--- src/rtl/alu_op_scheduler.sv ---
// Two-requester round-robin scheduler that time-shares one external adder.
// Optional build macro ALU_SUB_EN enables per-request subtraction (two's-complement of right).
module alu_op_scheduler #(
  parameter int ADD_LATENCY = 1
) (
  input  logic       clk,
  input  logic       rst_n,
  input  logic       req0_valid,
  input  logic [9:0] req0_operands,
  input  logic       req0_sub,
  output logic       req0_ready,
  input  logic       req1_valid,
  input  logic [9:0] req1_operands,
  input  logic       req1_sub,
  output logic       req1_ready,
  output logic [4:0] add_left,
  output logic [4:0] add_right,
  input  logic [4:0] add_result,
  input  logic       add_sign,
  output logic       res_valid,
  output logic [4:0] res_value,
  output logic       res_sign,
  output logic       res_owner,
  input  logic       res_ready,
  output logic       busy
);

  // A latency of zero still needs one settle cycle for the adder.
  localparam logic [3:0] LAT = (ADD_LATENCY <= 0) ? 4'd1 : 4'(ADD_LATENCY);

  typedef enum logic [1:0] {IDLE, EXEC, RESULT} state_t;

  state_t     state;
  logic [3:0] cnt;
  logic       last_grant;
  logic       grant0;
  logic       grant1;
  logic       take;
  logic [4:0] left_in;
  logic [4:0] right_in;
  logic [4:0] right_eff;

  assign grant0 = req0_valid && (!req1_valid || last_grant);
  assign grant1 = req1_valid && (!req0_valid || !last_grant);
  assign take   = (state == IDLE) && (grant0 || grant1);

  // Ready is forced low while reset is asserted even though the state reads IDLE.
  assign req0_ready = rst_n && (state == IDLE) && grant0;
  assign req1_ready = rst_n && (state == IDLE) && grant1;
  assign busy       = (state != IDLE);

  assign left_in  = grant1 ? req1_operands[9:5] : req0_operands[9:5];
  assign right_in = grant1 ? req1_operands[4:0] : req0_operands[4:0];

`ifdef ALU_SUB_EN
  logic sub_in;
  assign sub_in    = grant1 ? req1_sub : req0_sub;
  assign right_eff = sub_in ? (~right_in + 5'd1) : right_in;
`else
  logic unused_sub;
  assign unused_sub = req0_sub | req1_sub;
  assign right_eff  = right_in;
`endif

  always_ff @(posedge clk or negedge rst_n) begin
    if (!rst_n) begin
      state      <= IDLE;
      cnt        <= 4'd0;
      last_grant <= 1'b1;
      add_left   <= 5'd0;
      add_right  <= 5'd0;
      res_valid  <= 1'b0;
      res_value  <= 5'd0;
      res_sign   <= 1'b0;
      res_owner  <= 1'b0;
    end else begin
      case (state)
        IDLE: begin
          if (take) begin
            add_left   <= left_in;
            add_right  <= right_eff;
            res_owner  <= grant1;
            last_grant <= grant1;
            cnt        <= LAT;
            state      <= EXEC;
          end
        end
        EXEC: begin
          if (cnt == 4'd1) begin
            res_value <= add_result;
            res_sign  <= add_sign;
            cnt       <= 4'd0;
            state     <= RESULT;
          end else begin
            cnt <= cnt - 4'd1;
          end
        end
        RESULT: begin
          // First RESULT cycle only raises valid; the captured value is already stable.
          if (!res_valid) begin
            res_valid <= 1'b1;
          end else if (res_ready) begin
            res_valid <= 1'b0;
            state     <= IDLE;
          end
        end
        default: state <= IDLE;
      endcase
    end
  end

endmodule

--- config.mk ---
export PLATFORM = sky130hd
export DESIGN_NAME = alu_op_scheduler
export DESIGN_NICKNAME = d
export VERILOG_FILES = /design/src/rtl/alu_op_scheduler.sv
export SDC_FILE = /design/constraint.sdc
export NUM_CORES = 1
export LEC_CHECK = 0
export ABC_AREA = 1
export BUFFER_PORTS_ARGS = -buffer_cell sky130_fd_sc_hd__buf_2
export CORE_ASPECT_RATIO = 0.6
export CORE_UTILIZATION = 30
export DETAILED_ROUTE_END_ITERATION = 10
export GPL_TIMING_DRIVEN = 0
export HOLD_SLACK_MARGIN = 0.12
export PLACE_DENSITY = 0.52
export SYNTH_ARGS = -nofsm -noshare
export SYNTH_HDL_FRONTEND = slang
export SYNTH_SLANG_ARGS = --single-unit
--- constraint.sdc ---
create_clock -name clk -period 1.4 [get_ports clk]
set_input_delay 0.28 -clock clk [delete_from_list [all_inputs] [get_ports clk]]
set_output_delay 0.28 -clock clk [all_outputs]
set_load 0.1 [all_outputs]
---- Word-level counts from Yosys, hierarchy flattened ----
Cells that the tools add are included.
storage, ports and cells
  word-level logic and storage cells ...... 48
  input bits .............................. 33
  output and inout port bits .............. 21
  flip-flop bits (word level) ............. 25
operators by class
  mux-type cells .......................... 12
  reduce and logical (&&, ||, !) cells .... 19
  add/subtract/negate cells ............... 1
  equality and inequality tests ........... 7
operators with widths
  operator               number
  $mux W5                2
  $mux W2                4
  $mux W4                2
  $ne A2 B2 Y1 const B   4
  $pmux W4 S2            1
  $logic_and A1 B1 Y1    6
  $pmux W2 S3            1
  $reduce_and A2 Y1      3
  $eq A4 B1 Y1 const B   1
  $reduce_and A4 Y1      1
  $reduce_bool A2 Y1     2
  $sub A4 B1 Y4 const B  1
  $logic_not A1 Y1       3
  $logic_or A1 B1 Y1     3
  $eq A2 B1 Y1 const B   1
  $eq A2 B2 Y1 const B   1
  $logic_not A2 Y1       1
  $mux W1                2

---- Logic depth before layout (Yosys ltp) ----
  depth in word-level cells ............... 7
  depth in mapped cells ................... 7
  gate-level depth less buffers ........... 7

---- Least setup slack after synthesis ----
No wires, ideal clock.
  path kind ............................... flip-flop to output port
  start ................................... reg state[1]
  end ..................................... out req0_ready
  slack ................................... -2.084 ns
  stages on the path, launching flop included .. 4
  data required time ...................... 1.120 ns
  buffers on the path ..................... 0
  arrival ................................. 3.204 ns
  path through ............................ dfrtp_1 -> nor2_2 -> inv_1 -> nor3_1
between the ends
  word-level cells in the longest chain between the ends .. 3
RTL lines
  item                               RTL line  RTL
  start: declaration                 33        state_t state;
  start signal: assignment           67        state <= IDLE;
  start signal: assignment           85        state <= EXEC;
  start signal: assignment           93        state <= RESULT;
  $logic_not A2 Y1                   48        assign req0_ready = rst_n && (state == IDLE) && grant0;
  $logic_and A1 B1 Y1 (2 in series)  48
  end: declaration                   11        output logic req0_ready,
No other way between the ends.

---- Final worst setup path ----
  start ................................... reg state[0]
  end ..................................... out req1_ready
between the ends
  word-level cells in the longest chain between the ends .. 3
RTL lines
  item                               RTL line  RTL
  $logic_not A2 Y1                   49        assign req1_ready = rst_n && (state == IDLE) && grant1;
  $logic_and A1 B1 Y1 (2 in series)  49
  end: declaration                   15        output logic req1_ready,
No other way between the ends.

==> impl_summary.log <==
INFO  metric status = finished with violations
INFO  metric failed_checks = negative setup slack
INFO  metric cp_slowest_stage_delay = ~420 ps
INFO  metric fmaxAchievable = between 600 and 700 MHz
INFO  metric gpl.final_weighted_congestion = 0.784
INFO  metric synthesis.yosys.warnings = 0
INFO  metric critical_path_required = around 1100 ps
INFO  metric initial_core_util = 0.329
INFO  metric drv.max_cap_violation_count = 0
INFO  metric num_io_pins = 54
INFO  metric syn_avg_cell_area = 7.64 µm²
INFO  metric grt_setup_unrepaired = true
INFO  metric layout-drive-gt1-share = 0.361
INFO  metric route.detailed.wl_per_inst = between 10 and 15 µm
INFO  metric startpoint_type = flop
INFO  metric numCtsBuffers = 3
INFO  metric grt-ovfl-total = 0
INFO  metric clock-skew-final = around 4.7 ps
INFO  metric nNetsFinal = between 200 and 300
INFO  metric worst-r2r-setup-slack = between 100 and 150 ps
INFO  metric synth_sequential_area_ratio = 0.495
INFO  metric max-slew-margin-rel = 0.674
INFO  metric critical_path_arrival = around 1300 ps
INFO  metric firstDrtPassIters = 4
INFO  metric port_buffers = 51
INFO  metric route.vias.total = approximately 1200
INFO  metric synth_seq_cells = 25
INFO  metric flow.area_growth_from_synthesis = 41.5%
INFO  metric grt_pass1_wl = 5570 µm
INFO  metric placed_cells_incl_taps = between 200 and 300
INFO  metric final_cells = between 200 and 300
INFO  metric cts_tree = built
INFO  metric timing_worst_setup_path_type = reg2out
INFO  metric clock-root-buffer = clkbuf_8
INFO  metric period_share = 1.14
INFO  metric crit_slowest_cell = dfrtp_1
INFO  metric critical_path.max_fanout = 3
INFO  metric core.rowCount = 17
INFO  metric cts_max_level = 1
INFO  metric insertion_delay = 270 ps
INFO  metric clock_tree.buffer_depth = 2
INFO  metric yosysUniqueCellTypes = 22
INFO  metric remaining_drc_errors = 0
INFO  metric proportion_of_netlist_area_held_by_the_largest_area_contributor = 0.474
INFO  metric final_hold_violation_count = 0
INFO  metric postRouteWirelength = 3060 µm
INFO  metric clock_pin_slew_reported_for_the_worst_setup_and_hold_paths_after_clock_tree_synthesis = roughly 90 ps
INFO  metric pins_over_their_slew_limit = 0
INFO  metric synthCells = 166
INFO  metric final_worst_path_setup_slack = -192 ps
INFO  metric netlist_area = 0.00127 mm²
INFO  metric gr-usage-all-layers = 0.163
INFO  metric vias_per_cell = ~4.3
INFO  metric yosys-top-cells-area = dfrtp_1, nand2_1, nand3_1, dfstp_2, inv_1
INFO  metric worstPathBufferInverterCount = 2
INFO  metric fin_util = 0.466
INFO  metric vias_in_the_first_global_route = ~1200
INFO  metric tightestPinTransition = 493 ps
INFO  metric antenna_found_initial = 0
INFO  metric dp_hpwl = about 2300 µm
INFO  metric synthesis.nets = 201
INFO  metric maximum_number_of_pins_on_one_net_before_global_route_repair = 25
INFO  metric worst_hold_path_type = in2reg
INFO  metric crit_chain = nor2_4, inv_4, nor3_4, buf_12
INFO  metric die_h = 52.4 µm
INFO  metric core_region_area = between 0.003 and 0.004 mm²
INFO  metric drt_first_iter_violations = 29
INFO  metric diode_insertion_count_for_antenna_repair = 0
INFO  metric finalSetupViolCount = 3
INFO  metric kind_of_cell_adding_the_most_delay_to_the_critical_path = flip-flops
INFO  metric die_width = 85.9 µm
INFO  metric cp-end-kind = output port
INFO  metric antenna_left = 0
INFO  metric netlist.top_cell.by_area = dfrtp_1
INFO  metric fp.dieArea = 0.00450 mm²
INFO  metric cts_sinks = 25
INFO  metric timing.final.crit_period = ~1600 ps
==> worst paths after layout <==
check,start,to,cells after the start
worst max-delay path,state[0],req1_ready,4
worst min-delay path,add_result[4],res_value[4],3
worst max register to register,last_grant,add_right[3],8
worst min register to register,res_value[3],res_value[3],2
max in group asynchronous,rst_n,state[1],3
min in group asynchronous,rst_n,last_grant,2
==> cell usage in the layout, fill, tap and decap left out, types with 4 or more instances in the layout <==
master,n
dfrtp_1,23
nand3_1,22
buf_2,45
buf_4,7
nand2_2,4
inv_1,6
clkbuf_4,4
nand2_1,80
==> layout make-up <==
class | count | area, µm²
inverter | 11 | 46.3
clock inverter | 1 | 7.51
timing repair buffer | 57 | 360
clock buffer | 3 | 41.3
buffer | 5 | 40.0
fill | 401 | 2060
tap | 57 | 71.3
sequential | 25 | 628
multi-input combinational | 125 | 598
==> metrics by stage <==
| step | setup WS, ps | instance area [µm²] | hold WS (ps) | setup TNS, ps |
|---|---|---|---|---|
| finish | -192 | 1790 | 227 | -412 |
| global route | -280 | 1790 | 231 | -635 |
| CTS | -235 | 1760 | 220 | -588 |
| detailed placement | -611 | 1620 | 340 | -1310 |
| global placement | -581 | 1620 | 326 | -1230 |
| floorplan | -850 | 1290 | -15.6 | -1780 |
==> routing by layer <==
metal | wire length (µm) | global-route usage
met5 | 0 | 0
met4 | 23 | 0.0500
met3 | 120 | 0.0441
met2 | 1220 | 0.237
met1 | 1700 | 0.235
==> state kept, by name (all words and copies together) (netlist names) <==
register / count
state: 2
res_owner: 1
add_right: 5
last_grant: 1
res_sign: 1
res_value: 5
add_left: 5
cnt: 4
res_valid: 1
==> worst min-delay path: stages <==
cell,delay [ps]
buf_2,70
nand3_1,60
nand2_1,60
==> repair_timing <==
action                                 4_1_cts  5_1_grt
hold buffers                                 2        0
gates resized for setup                     17        6
buffers inserted                             2        2
setup endpoints to repair                    3        8
pin swaps                                    2        3
endpoints found under the hold margin       24        0
==> synthesized netlist by cell type <==
library cell and n:
nand2_1 82, dfrtp_1 24, nand3_1 22, inv_1 7
inv_2 3, nand2_2 3, nor2_1 3, o21ai_0 3
buf_2 2, buf_4 2, ha_1 2, nor3_1 2
o21ai_1 2, buf_6 1, dfstp_2 1, inv_4 1
nand3b_1 1, nand4_1 1, nor2_2 1, nor2_8 1
or2_0 1, or2_2 1
==> cell families (layout without fill, tap and decap cells) <==
| kind of cell | count (synthesis) | count (layout) | share of synthesized area |
|---|---|---|---|
| and+or+nand+nor | 118 | 118 | 0.403 |
| DFF | 25 | 25 | 0.495 |
| buffers and inverters | 16 | 77 | 0.0632 |
| AOI/OAI and AO/OA | 5 | 5 | 0.0197 |
| adders and majority gates | 2 | 2 | 0.0197 |
Power is left out: the tool's default activity adds up to more than one toggle a clock period on the data nets, which glitch-free logic cannot reach.
